<file path="src/rtl/fifo_fwft_flagged.sv">
// First-word-fall-through FIFO with occupancy, almost/full/empty flags and
// sticky overflow/underflow error flags; all DEPTH entries usable.
// Ports: clk, srst (async, active-high), wr_en/din/full/almost_full,
//   rd_en/dout/empty/almost_empty, level, overflow/underflow, clr_err.
// Option: define FIFO_FWFT_FLAGGED_REG_OUT_EN to drive dout from an output flop.
module fifo_fwft_flagged #(
    parameter int DEPTH     = 16,
    parameter int WIDTH     = 4,
    parameter int AF_THRESH = DEPTH - 2,
    parameter int AE_THRESH = 1
) (
    input  logic                     clk,
    input  logic                     srst,
    input  logic                     wr_en,
    input  logic [WIDTH-1:0]         din,
    output logic                     full,
    output logic                     almost_full,
    input  logic                     rd_en,
    output logic [WIDTH-1:0]         dout,
    output logic                     empty,
    output logic                     almost_empty,
    output logic [$clog2(DEPTH):0]   level,
    output logic                     overflow,
    output logic                     underflow,
    input  logic                     clr_err
);
    localparam int AW = $clog2(DEPTH);
    localparam int LW = AW + 1;
    localparam logic [LW-1:0] DEPTH_L = LW'(DEPTH);
    localparam logic [LW-1:0] AF_L    = LW'(AF_THRESH);
    localparam logic [LW-1:0] AE_L    = LW'(AE_THRESH);
    localparam logic [LW-1:0] ONE_L   = LW'(1);
    localparam logic [AW-1:0] PONE    = AW'(1);

    logic [WIDTH-1:0] mem [DEPTH];
    logic [AW-1:0]    head;
    logic [AW-1:0]    tail;
    logic [LW-1:0]    cnt;
    logic             wr_ok;
    logic             rd_ok;

    // Flags decode from the registered count only, so a same-cycle pop
    // never frees room for a write and a write never bypasses to a reader.
    assign full         = (cnt == DEPTH_L);
    assign empty        = (cnt == '0);
    assign almost_full  = (cnt >= AF_L);
    assign almost_empty = (cnt <= AE_L);
    assign level        = cnt;

    assign wr_ok = wr_en && !full;
    assign rd_ok = rd_en && !empty;

    always_ff @(posedge clk) begin
        if (wr_ok) begin
            mem[tail] <= din;
        end
    end

    always_ff @(posedge clk or posedge srst) begin
        if (srst) begin
            head      <= '0;
            tail      <= '0;
            cnt       <= '0;
            overflow  <= 1'b0;
            underflow <= 1'b0;
        end else begin
            if (wr_ok) begin
                tail <= tail + PONE;
            end
            if (rd_ok) begin
                head <= head + PONE;
            end
            if (wr_ok && !rd_ok) begin
                cnt <= cnt + ONE_L;
            end else if (rd_ok && !wr_ok) begin
                cnt <= cnt - ONE_L;
            end
            // A new error event wins over a coincident clear.
            overflow  <= (wr_en && full) || (overflow && !clr_err);
            underflow <= (rd_en && empty) || (underflow && !clr_err);
        end
    end

`ifdef FIFO_FWFT_FLAGGED_REG_OUT_EN
    logic [WIDTH-1:0] dout_q;
    logic [AW-1:0]    head_nxt;

    assign head_nxt = head + PONE;

    // The flop mirrors the head entry. With one entry left and a
    // simultaneous write, the successor is still in flight on din.
    always_ff @(posedge clk or posedge srst) begin
        if (srst) begin
            dout_q <= '0;
        end else if (wr_ok && empty) begin
            dout_q <= din;
        end else if (rd_ok) begin
            if (cnt > ONE_L) begin
                dout_q <= mem[head_nxt];
            end else if (wr_ok) begin
                dout_q <= din;
            end
        end
    end

    assign dout = dout_q;
`else
    assign dout = mem[head];
`endif

endmodule

</file>
<file path="config.mk">
export PLATFORM = sky130hd
export DESIGN_NAME = fifo_fwft_flagged
export DESIGN_NICKNAME = d
export VERILOG_FILES = /design/src/rtl/fifo_fwft_flagged.sv
export SDC_FILE = /design/constraint.sdc
export NUM_CORES = 1
export LEC_CHECK = 0
export ABC_CLOCK_PERIOD_IN_PS = 6850
export BUFFER_PORTS_ARGS = -buffer_cell sky130_fd_sc_hd__clkbuf_2
export CORE_MARGIN = 4
export CORE_UTILIZATION = 57
export DETAILED_ROUTE_END_ITERATION = 10
export GPL_ROUTABILITY_DRIVEN = 0
export PLACE_DENSITY = 0.85
export SETUP_SLACK_MARGIN = 0.5
export SKIP_CTS_REPAIR_TIMING = 1
export SYNTH_ARGS = -nofsm -noshare
export SYNTH_HDL_FRONTEND = slang
export SYNTH_SLANG_ARGS = --single-unit
</file>
<file path="constraint.sdc">
create_clock -name clk -period 6.85 [get_ports clk]
set_input_delay 0.3425 -clock clk [delete_from_list [all_inputs] [get_ports clk]]
set_output_delay 0.3425 -clock clk [all_outputs]
set_load 0.02 [all_outputs]
</file>
==> results of run 1 <==
[registers in the layout, summed over array words and instances, names as in the netlist]
signal,flops
head,4
level,5
mem,64
overflow,1
tail,4
underflow,1
[stage by stage]
step | instances | power [mW] | utilization [%] | hold slack, ns | setup WS [ns]
after floorplan | 221 | 1.12 | - | 0.244 | 4.25
after global placement | 312 | 1.24 | 61.1 | 0.406 | 4.43
after detailed placement | 312 | 1.26 | 61.1 | 0.417 | 4.33
after CTS | 328 | 1.59 | 64.2 | 0.0325 | 4.17
after global routing | 328 | 1.67 | 64.2 | 0.0604 | 4.04
final | 328 | 1.57 | 64.2 | 0.0154 | 4.24
[synth_stat cells, types with 2 or more instances]
| library cell | number | share of area, % |
|---|---|---|
| buf_6 | 5 | 1.6 |
| o21ai_0 | 8 | 1.2 |
| and2_1 | 13 | 2.3 |
| a22oi_1 | 4 | 0.87 |
| mux2i_1 | 17 | 4.9 |
| xnor2_1 | 7 | 1.8 |
| xor2_1 | 4 | 1.0 |
| nor2b_1 | 2 | 0.36 |
| mux4_2 | 8 | 5.2 |
| edfxtp_1 | 64 | 55 |
| ha_1 | 11 | 4.0 |
| a21oi_1 | 2 | 0.29 |
| nand4_1 | 3 | 0.54 |
| nor2_1 | 8 | 0.87 |
| buf_2 | 2 | 0.29 |
| nand2_1 | 14 | 1.5 |
| dfrtp_1 | 15 | 11 |
| inv_1 | 13 | 1.4 |
| a221oi_1 | 8 | 2.0 |
| nand3_1 | 2 | 0.29 |
[layout by cell type, fill, tap and decap left out]
master	netlist	routed
nor3b_2	1	1
and3b_1	1	1
and2_1	13	13
clkinv_1	0	2
a22oi_1	4	4
nor2_1	8	8
nand2b_1	1	1
or4b_1	1	1
nor4_1	1	1
nand4_1	3	3
nor2b_1	2	2
clkbuf_8	0	9
nor4bb_4	1	1
clkinv_2	0	2
nor2b_2	1	1
a21oi_1	2	2
nand3_1	2	2
edfxtp_1	64	64
o21ai_0	8	8
dfrtp_1	15	15
buf_4	0	1
mux4_2	8	8
ha_1	11	11
xor2_1	4	4
and3b_4	1	1
nand2_1	14	14
mux2i_1	17	17
bufinv_16	0	1
o211ai_1	1	1
inv_1	13	13
clkinv_4	0	1
a221oi_1	8	8
xnor2_1	7	7
nor4b_2	1	1
clkbuf_2	0	23
clkinvlp_4	0	1
[cell families (layout without fill, tap and decap cells)]
family | count (synthesis) | after routing | share of synthesized area [%]
DFF | 79 | 79 | 66.2
and+or+nand+nor | 51 | 51 | 8.95
muxes | 25 | 25 | 10.1
AOI/OAI and AO/OA | 23 | 23 | 4.55
buffers and inverters | 21 | 53 | 3.43
adders and majority gates | 11 | 11 | 3.97
xor gates and xnor gates | 11 | 11 | 2.78
[layout make-up]
class | instances | area, um^2 | share of cell area (%)
clock buffer | 9 | 124 | 3.26
clock inverter | 7 | 63.8 | 1.68
inverter | 13 | 48.8 | 1.28
multi-input combinational | 121 | 1050 | 27.7
sequential | 79 | 2300 | 60.4
tap | 75 | 93.8 | 2.47
timing repair buffer | 24 | 123 | 3.22
[path summary, 6_finish.rpt]
path / start / to / cells after the start
max in group asynchronous: srst / tail[1] / 2
min in group clk: clr_err / overflow / 2
worst max register to register: level[0] / level[4] / 9
worst max-delay path: head[0] / dout[3] / 6
worst min register to register: underflow / underflow / 2
worst min-delay path: srst / level[3] / 2
[per-layer routing]
layer / global-route usage [%] / vias up
li1: - / 877
met1: 24.7 / 901
met2: 28.6 / 56
met3: 3.65 / 10
met4: 9.64 / 0
met5: 0 / -
[power groups by stage]
stage / Clock (mW) / Sequential, mW / Combinational, mW
finish: 0.327 / 0.692 / 0.553
global route: 0.354 / 0.706 / 0.610
CTS: 0.333 / 0.692 / 0.562
detailed placement: 0 / 0.702 / 0.557
global placement: 0 / 0.697 / 0.543
floorplan: 0 / 0.686 / 0.435
==> results.cfg, run 1 <==
[clocking]
clk_pin_slew_worst_paths_ns = 0.08
clockBufferDepth = 2
cts_inserted_buffers = 9
worstSkewPairLatency_ns = 0.35
htreeDepth = 3
clockRootBuffer = clkbuf_8
cts_tree = yes
cts.sinks = 79

[logic_synthesis]
netlist-cell-type-count = 31
synth_edf_count = 64
synth_fp_nets = 241
syn_area_mm2 = 0.00347
synth-async-reset-ratio_pct = 19.0
yosysSeqAreaShare_pct = 66.2
syn_inst = 221
ys_seq_elements = 79
synth_ff_type = edfxtp_1
synth.avg_cell_area_um2 = 15.7
yosysWarnings = 0

[grt]
grt_max_degree = 25
grt.total_usage_pct = 18.4
first_global_vias = 1907
antenna_found_initial = 0
grt_pass1_wl_mm = 10.0
overflow = 0

[layout]
antenna-diode-count = 0
design_area_mm2 = 0.00380
n_fill_cell = 410
nets = 268
drive_above_1_share_pct = 20.2
syn_to_final_growth_pct = 9.63

[floorplanning]
io_pins = 24
die_w_um = 86.0
num_rows = 28
dieHeight_um = 86.0
initial_core_util_pct = 58.6
die_area_mm2 = 0.00740
core_mm2 = 0.00592

[power]
ir_worst_vdd_mv = 0.267
p_switching_uw = 572
power_frac_comb_pct = 35.2
p_sw_share_pct = 36.4
p_leak_nw = 1.44
clock_power_share_pct = 20.8
p_int_mw = 1.00
p_seq_share_pct = 44.0
pwr_density_cell_mw_per_mm2 = 414

[routing]
routedLengthMet1_mm = 2.46
top_layer = met4
vias = 1844
met3WireLength_um = 346
ant_nets = 0
wl_per_cell_um = 18.4
drt-pass1-iter-count = 4
drt_iter0_drc = 140
wl_mm = 6.02
viasPerCell = 5.62
route.detailed.drc = 0
wl_met2_mm = 3.09

[sta]
timing.final.crit_share_pct = 38.2
tns_ns = 0
worst_pin_slew_ns = 0.565
fmax_mhz = 383
grt_setup_unrepaired = no
hold_viol = 0
finClkSkew_ns = 0.00420
setup_viol = 0
period_needed_ns = 2.61
final_max_slew_viol_count = 0
maxSlewHeadroom_pct = 62.3

[min_path]
min_path_type = input port to async pin

[setup_path]
cp_max_fo = 24
worst-path-buf-inv = 2
crit_family = compound AO/OA/AOI/OAI gates
worstPathRequired_ns = 6.51
cp_cell_sequence = buf_4 -> mux2i_1 -> a221oi_1 -> o21ai_0 -> nand2_1 -> clkbuf_2
startpoint_type = flip-flop
criticalPathCategory = flip-flop to output pin
cp_slowest_cell = a221oi_1
r2r_setup_slack_ns = 4.29
cp.arrival_ns = 2.27
slowest_delay_ns = 0.46
critPathCaptureType = output pin

[placed_design]
io_buffer_count = 23
placed_area_mm2 = 0.00361
hpwl_mm = 4.01

[status]
status = finished, final reports clean

[job]
maxCapViolations = 0
(Power assumes the default switching activity.)
==> run 2: changes to the inputs <==
- ABC_CLOCK_PERIOD_IN_PS: 6850 -> 2700
- clock period: 6.85 -> 2.7 ns (I/O delays scaled with it)
==> run 2 against run 1 <==
Die area is the same. Combinational power grew to 2.9 times the previous value. Clock power grew to 2.6 times the previous value. Sequential power grew to 2.5 times the previous value. Critical endpoint is now level[4]. Routed wire length grew 8.2%. Power grew to 2.7 times the previous value. Global-route usage grew 0.16 points.
==> results.cfg, run 2 (synthesized netlist as in run 1, its figures left out) <==
[layout]
drive_above_1_share_pct = 29.7
nets = 278
multiInputGateArea_mm2 = 0.00112
regArea_mm2 = 0.00230
antenna-diode-count = 0
largest_reg_flops = 64
layout_common_cells = edfxtp_1 (64), clkbuf_2 (23), mux2i_1 (17), nand2_1 (14)
design_area_mm2 = 0.00399
final_common_cell = edfxtp_1
n_fill_cell = 379
largest-register = mem
syn_to_final_growth_pct = 15.0

[clocking]
cts_tree = yes
clockRootBuffer = clkbuf_8
cts.sinks = 79
cts_inserted_buffers = 9
worstSkewPairLatency_ns = 0.35
clockBufferDepth = 2
htreeDepth = 3
clk_pin_slew_worst_paths_ns = 0.08

[sta]
timing.final.crit_share_pct = 80.0
tns_ns = 0
final_max_slew_viol_count = 0
grt_setup_unrepaired = yes
maxSlewHeadroom_pct = 61.2
hold_viol = 0
whs_ns = 0.0171
fmax_mhz = 463
finClkSkew_ns = 0.00709
worst_pin_slew_ns = 0.581
period_needed_ns = 2.16
setup_viol = 0

[grt]
first_global_vias = 1955
grt_max_degree = 17
grt.total_usage_pct = 18.6
antenna_found_initial = 0
overflow = 0
grt_pass1_wl_mm = 10.1

[power]
power_frac_comb_pct = 38.2
ir_worst_vdd_mv = 0.695
p_seq_share_pct = 41.5
p_switching_mw = 1.58
p_sw_share_pct = 37.1
pwr_density_cell_mw_per_mm2 = 1070
clock_power_share_pct = 20.3
p_int_mw = 2.67
p_leak_nw = 1.51

[routing]
drt-pass1-iter-count = 4
vias = 1937
viasPerCell = 5.73
drt_iter0_drc = 156
ant_nets = 0
route.detailed.drc = 0
wl_mm = 6.51
wl_per_cell_um = 19.3

[floorplanning]
num_rows = 28
dieHeight_um = 86.0
die_area_mm2 = 0.00740
initial_core_util_pct = 58.6
core_mm2 = 0.00592
io_pins = 24
die_w_um = 86.0

[setup_path]
cp.arrival_ns = 2.43
critPathCaptureType = flip-flop
worstPathRequired_ns = 2.97
startpoint_type = flip-flop
cp_max_fo = 6
criticalPathCategory = flip-flop to flip-flop

[placed_design]
hpwl_mm = 4.29
placed_area_mm2 = 0.00364
io_buffer_count = 23

[job]
maxCapViolations = 0

[min_path]
min_path_type = input port to flip-flop

[status]
status = finished, final reports clean
run 2: worst paths after layout:
kind | startpoint | endpoint | slack, ns | cells after the start
max | level[0] | level[4] | 0.54 | 8
min | wr_en | overflow | 0.02 | 3
max reg2reg | level[0] | level[4] | 0.54 | 8
min reg2reg | underflow | underflow | 0.53 | 2
max in group asynchronous | srst | head[1] | 1.91 | 3
min in group asynchronous | srst | level[0] | 0.38 | 3
run 2: power groups by stage:
stage | registers (mW) | clock network [mW] | logic (mW)
after CTS | 1.76 | 0.873 | 1.47
after detailed placement | 1.79 | 0 | 1.46
final | 1.76 | 0.865 | 1.62
after global placement | 1.77 | 0 | 1.42
after floorplan | 1.75 | 0 | 1.12
after global routing | 1.79 | 0.932 | 1.76
run 2: layer usage:
metal	up-vias	track usage (%)	part of all wire, %
li1	897	-	-
met1	978	24.6	44
met2	54	29.6	51
met3	8	3.75	3.9
met4	0	8.63	1.2
met5	-	0	0
run 2: area by class of cell:
cell class	instances	share of cell area [%]
Inverter	13	1.22
Timing Repair Buffer	34	5.59
Sequential cell	79	57.7
Clock buffer	9	3.11
Clock inverter	7	1.82
Tap cell	75	2.35
Multi-Input combinational cell	121	28.2
run 2: critical path, stage by stage (launching register included):
cell	delay, ns
dfrtp_2	0.44
inv_2	0.09
ha_2	0.18
nor4bb_4	0.31
nor2b_4	0.10
ha_4	0.20
or4b_1	0.48
a21oi_2	0.15
xor2_1	0.14
run 2: through the flow:
step	cells	utilization (%)	setup slack, ns	power, mW
2_1_floorplan	221	-	0.345	2.86
6_report	338	67.4	0.539	4.25
5_1_grt	338	67.4	0.416	4.48
3_3_place_gp	313	61.5	0.425	3.19
4_1_cts	329	64.8	0.304	4.10
3_5_place_dp	313	61.5	0.323	3.25
==> run 3: changes to the inputs <==
- ABC_CLOCK_PERIOD_IN_PS: 2700 -> 2140
- clock period: 2.7 -> 2.14 ns (I/O delays scaled with it)
==> run 3 against run 2 <==
Cell count rose by 4.4%. Clock skew is 0.0037 ns higher. Utilization is 7.0 points higher. Clock-buffer cell count grew 1. Clock power increased by 18%. Critical endpoint unchanged. Worst setup slack worse by 0.48 ns. Highest routed layer unchanged. Register-to-register slack got worse by 0.48 ns.
==> results.cfg, run 3 (synthesized netlist as in run 1, its figures left out) <==
[clocking]
clk_pin_slew_worst_paths_ns = 0.08
worstSkewPairLatency_ns = 0.35
cts.sinks = 79
clockBufferDepth = 2
htreeDepth = 3
clockRootBuffer = clkbuf_8
cts_inserted_buffers = 9
cts_tree = yes

[layout]
largest_reg_flops = 64
multiInputGateArea_mm2 = 0.00133
nets = 294
final_common_cell = edfxtp_1
drive_above_1_share_pct = 44.2
syn_to_final_growth_pct = 27.0
n_fill_cell = 331
largest-register = mem
regArea_mm2 = 0.00230
antenna-diode-count = 0
layout_common_cells = edfxtp_1 (64), mux2i_1 (16), clkbuf_2 (16), nand2_1 (14), buf_6 (14)

[grt]
overflow = 0
grt.total_usage_pct = 18.9
grt_pass1_wl_mm = 10.3
antenna_found_initial = 0
grt_max_degree = 28
first_global_vias = 1956

[power]
p_leak_nw = 1.66
p_seq_share_pct = 36.4
p_int_mw = 3.86
p_switching_mw = 2.25
power_frac_comb_pct = 46.8
ir_worst_vdd_mv = 0.970
clock_power_share_pct = 16.7
p_sw_share_pct = 36.8
pwr_density_cell_mw_per_mm2 = 1390

[routing]
ant_nets = 0
drt_iter0_drc = 104
viasPerCell = 5.72
drt-pass1-iter-count = 5
wl_mm = 7.20
vias = 2020
route.detailed.drc = 0
wl_per_cell_um = 20.4

[placed_design]
io_buffer_count = 23
hpwl_mm = 4.53

[setup_path]
worstPathRequired_ns = 2.42
cp_slowest_cell = or4b_4
crit_path_frequent_cell = ha_4
critPathCaptureType = flip-flop
rr_endpoint = level[4]
cp.arrival_ns = 2.36
cp_max_fo = 3
r2r_cells = 8
startpoint_type = flip-flop
cp_cell_sequence = inv_2 -> ha_4 -> nor4bb_4 -> nor2b_2 -> ha_4 -> or4b_4 -> a21oi_2 -> xor2_1
cp-startpoint = level[1]
r2r_setup_slack_ns = 0.06
criticalPathCategory = flip-flop to flip-flop
timing.rr.start = level[1]
slowest_delay_ns = 0.48
crit_path_end = level[4]

[sta]
maxSlewHeadroom_pct = 59.4
hold_viol = 0
final_max_slew_viol_count = 0
finClkSkew_ns = 0.0107
fmax_mhz = 481
setup_viol = 0
worst_pin_slew_ns = 0.609
tns_ns = 0
grt_setup_unrepaired = yes
timing.final.crit_share_pct = 97.1
period_needed_ns = 2.08
whs_ns = 0.0299

[job]
maxCapViolations = 0

[min_path]
min_path_type = input port to flip-flop

[floorplanning]
dieHeight_um = 86.0
num_rows = 28
core_mm2 = 0.00592
io_pins = 24
die_w_um = 86.0
initial_core_util_pct = 58.6
die_area_mm2 = 0.00740

[status]
status = finished, final reports clean
-- run 3: metal layers --
| metal | up-vias | global-route usage (%) | wire [um] | share of wire [%] |
|---|---|---|---|---|
| met3 | 10 | 4.42 | 219 | 3.0 |
| li1 | 930 | - | - | - |
| met2 | 50 | 31.6 | 3940 | 55 |
| met5 | - | 0 | 0 | 0 |
| met1 | 1030 | 24.6 | 2970 | 41 |
| met4 | 0 | 6.04 | 78 | 1.1 |
-- run 3: final cells by class --
| type | instances | area share [%] |
|---|---|---|
| flip-flops and latches | 79 | 52.3 |
| well taps | 75 | 2.13 |
| clock inverters | 5 | 1.14 |
| multi-input cells | 121 | 30.2 |
| repair buffers | 50 | 10.2 |
| clock buffers | 10 | 2.90 |
| inverters | 13 | 1.16 |
-- run 3: critical path, delay by kind of cell, from the launching register on --
kind            cells  cell delay, ns
buf+inv             1            0.09
flops               1            0.43
compound gates      1            0.14
simple gates        3            0.88
fa+ha+maj           2            0.34
xor+xnor            1            0.13
-- run 3: worst min path at each step --
stage          slack (ns)  depth (start not counted)  start   endpoint
2_1_floorplan       0.008                          1   srst    head[0]
3_3_place_gp         0.18                          2   srst   level[3]
3_5_place_dp         0.19                          2   srst    tail[0]
4_1_cts             -0.19                          2   srst   level[3]
5_1_grt             0.007                          3  rd_en  underflow
6_report             0.03                          3  rd_en  underflow
-- run 3: per-stage QoR --
| stage | power [mW] | utilization [%] | area [um^2] | instances | setup WS [ns] |
|---|---|---|---|---|---|
| after floorplan | 3.71 | - | 3550 | 221 | -0.211 |
| after global placement | 4.23 | 63.7 | 3770 | 320 | 0.143 |
| after detailed placement | 4.31 | 63.7 | 3770 | 320 | 0.0544 |
| after CTS | 5.33 | 66.7 | 3950 | 335 | -0.0510 |
| after global routing | 6.42 | 74.4 | 4400 | 353 | -0.0249 |
| final | 6.10 | 74.4 | 4400 | 353 | 0.0614 |
-- run 3: power by group through the flow --
stage	logic, mW	registers [mW]	clock network, mW
global placement	2.08	2.15	0
detailed placement	2.15	2.17	0
floorplan	1.50	2.21	0
global route	3.06	2.25	1.11
CTS	2.16	2.14	1.04
finish	2.86	2.22	1.02
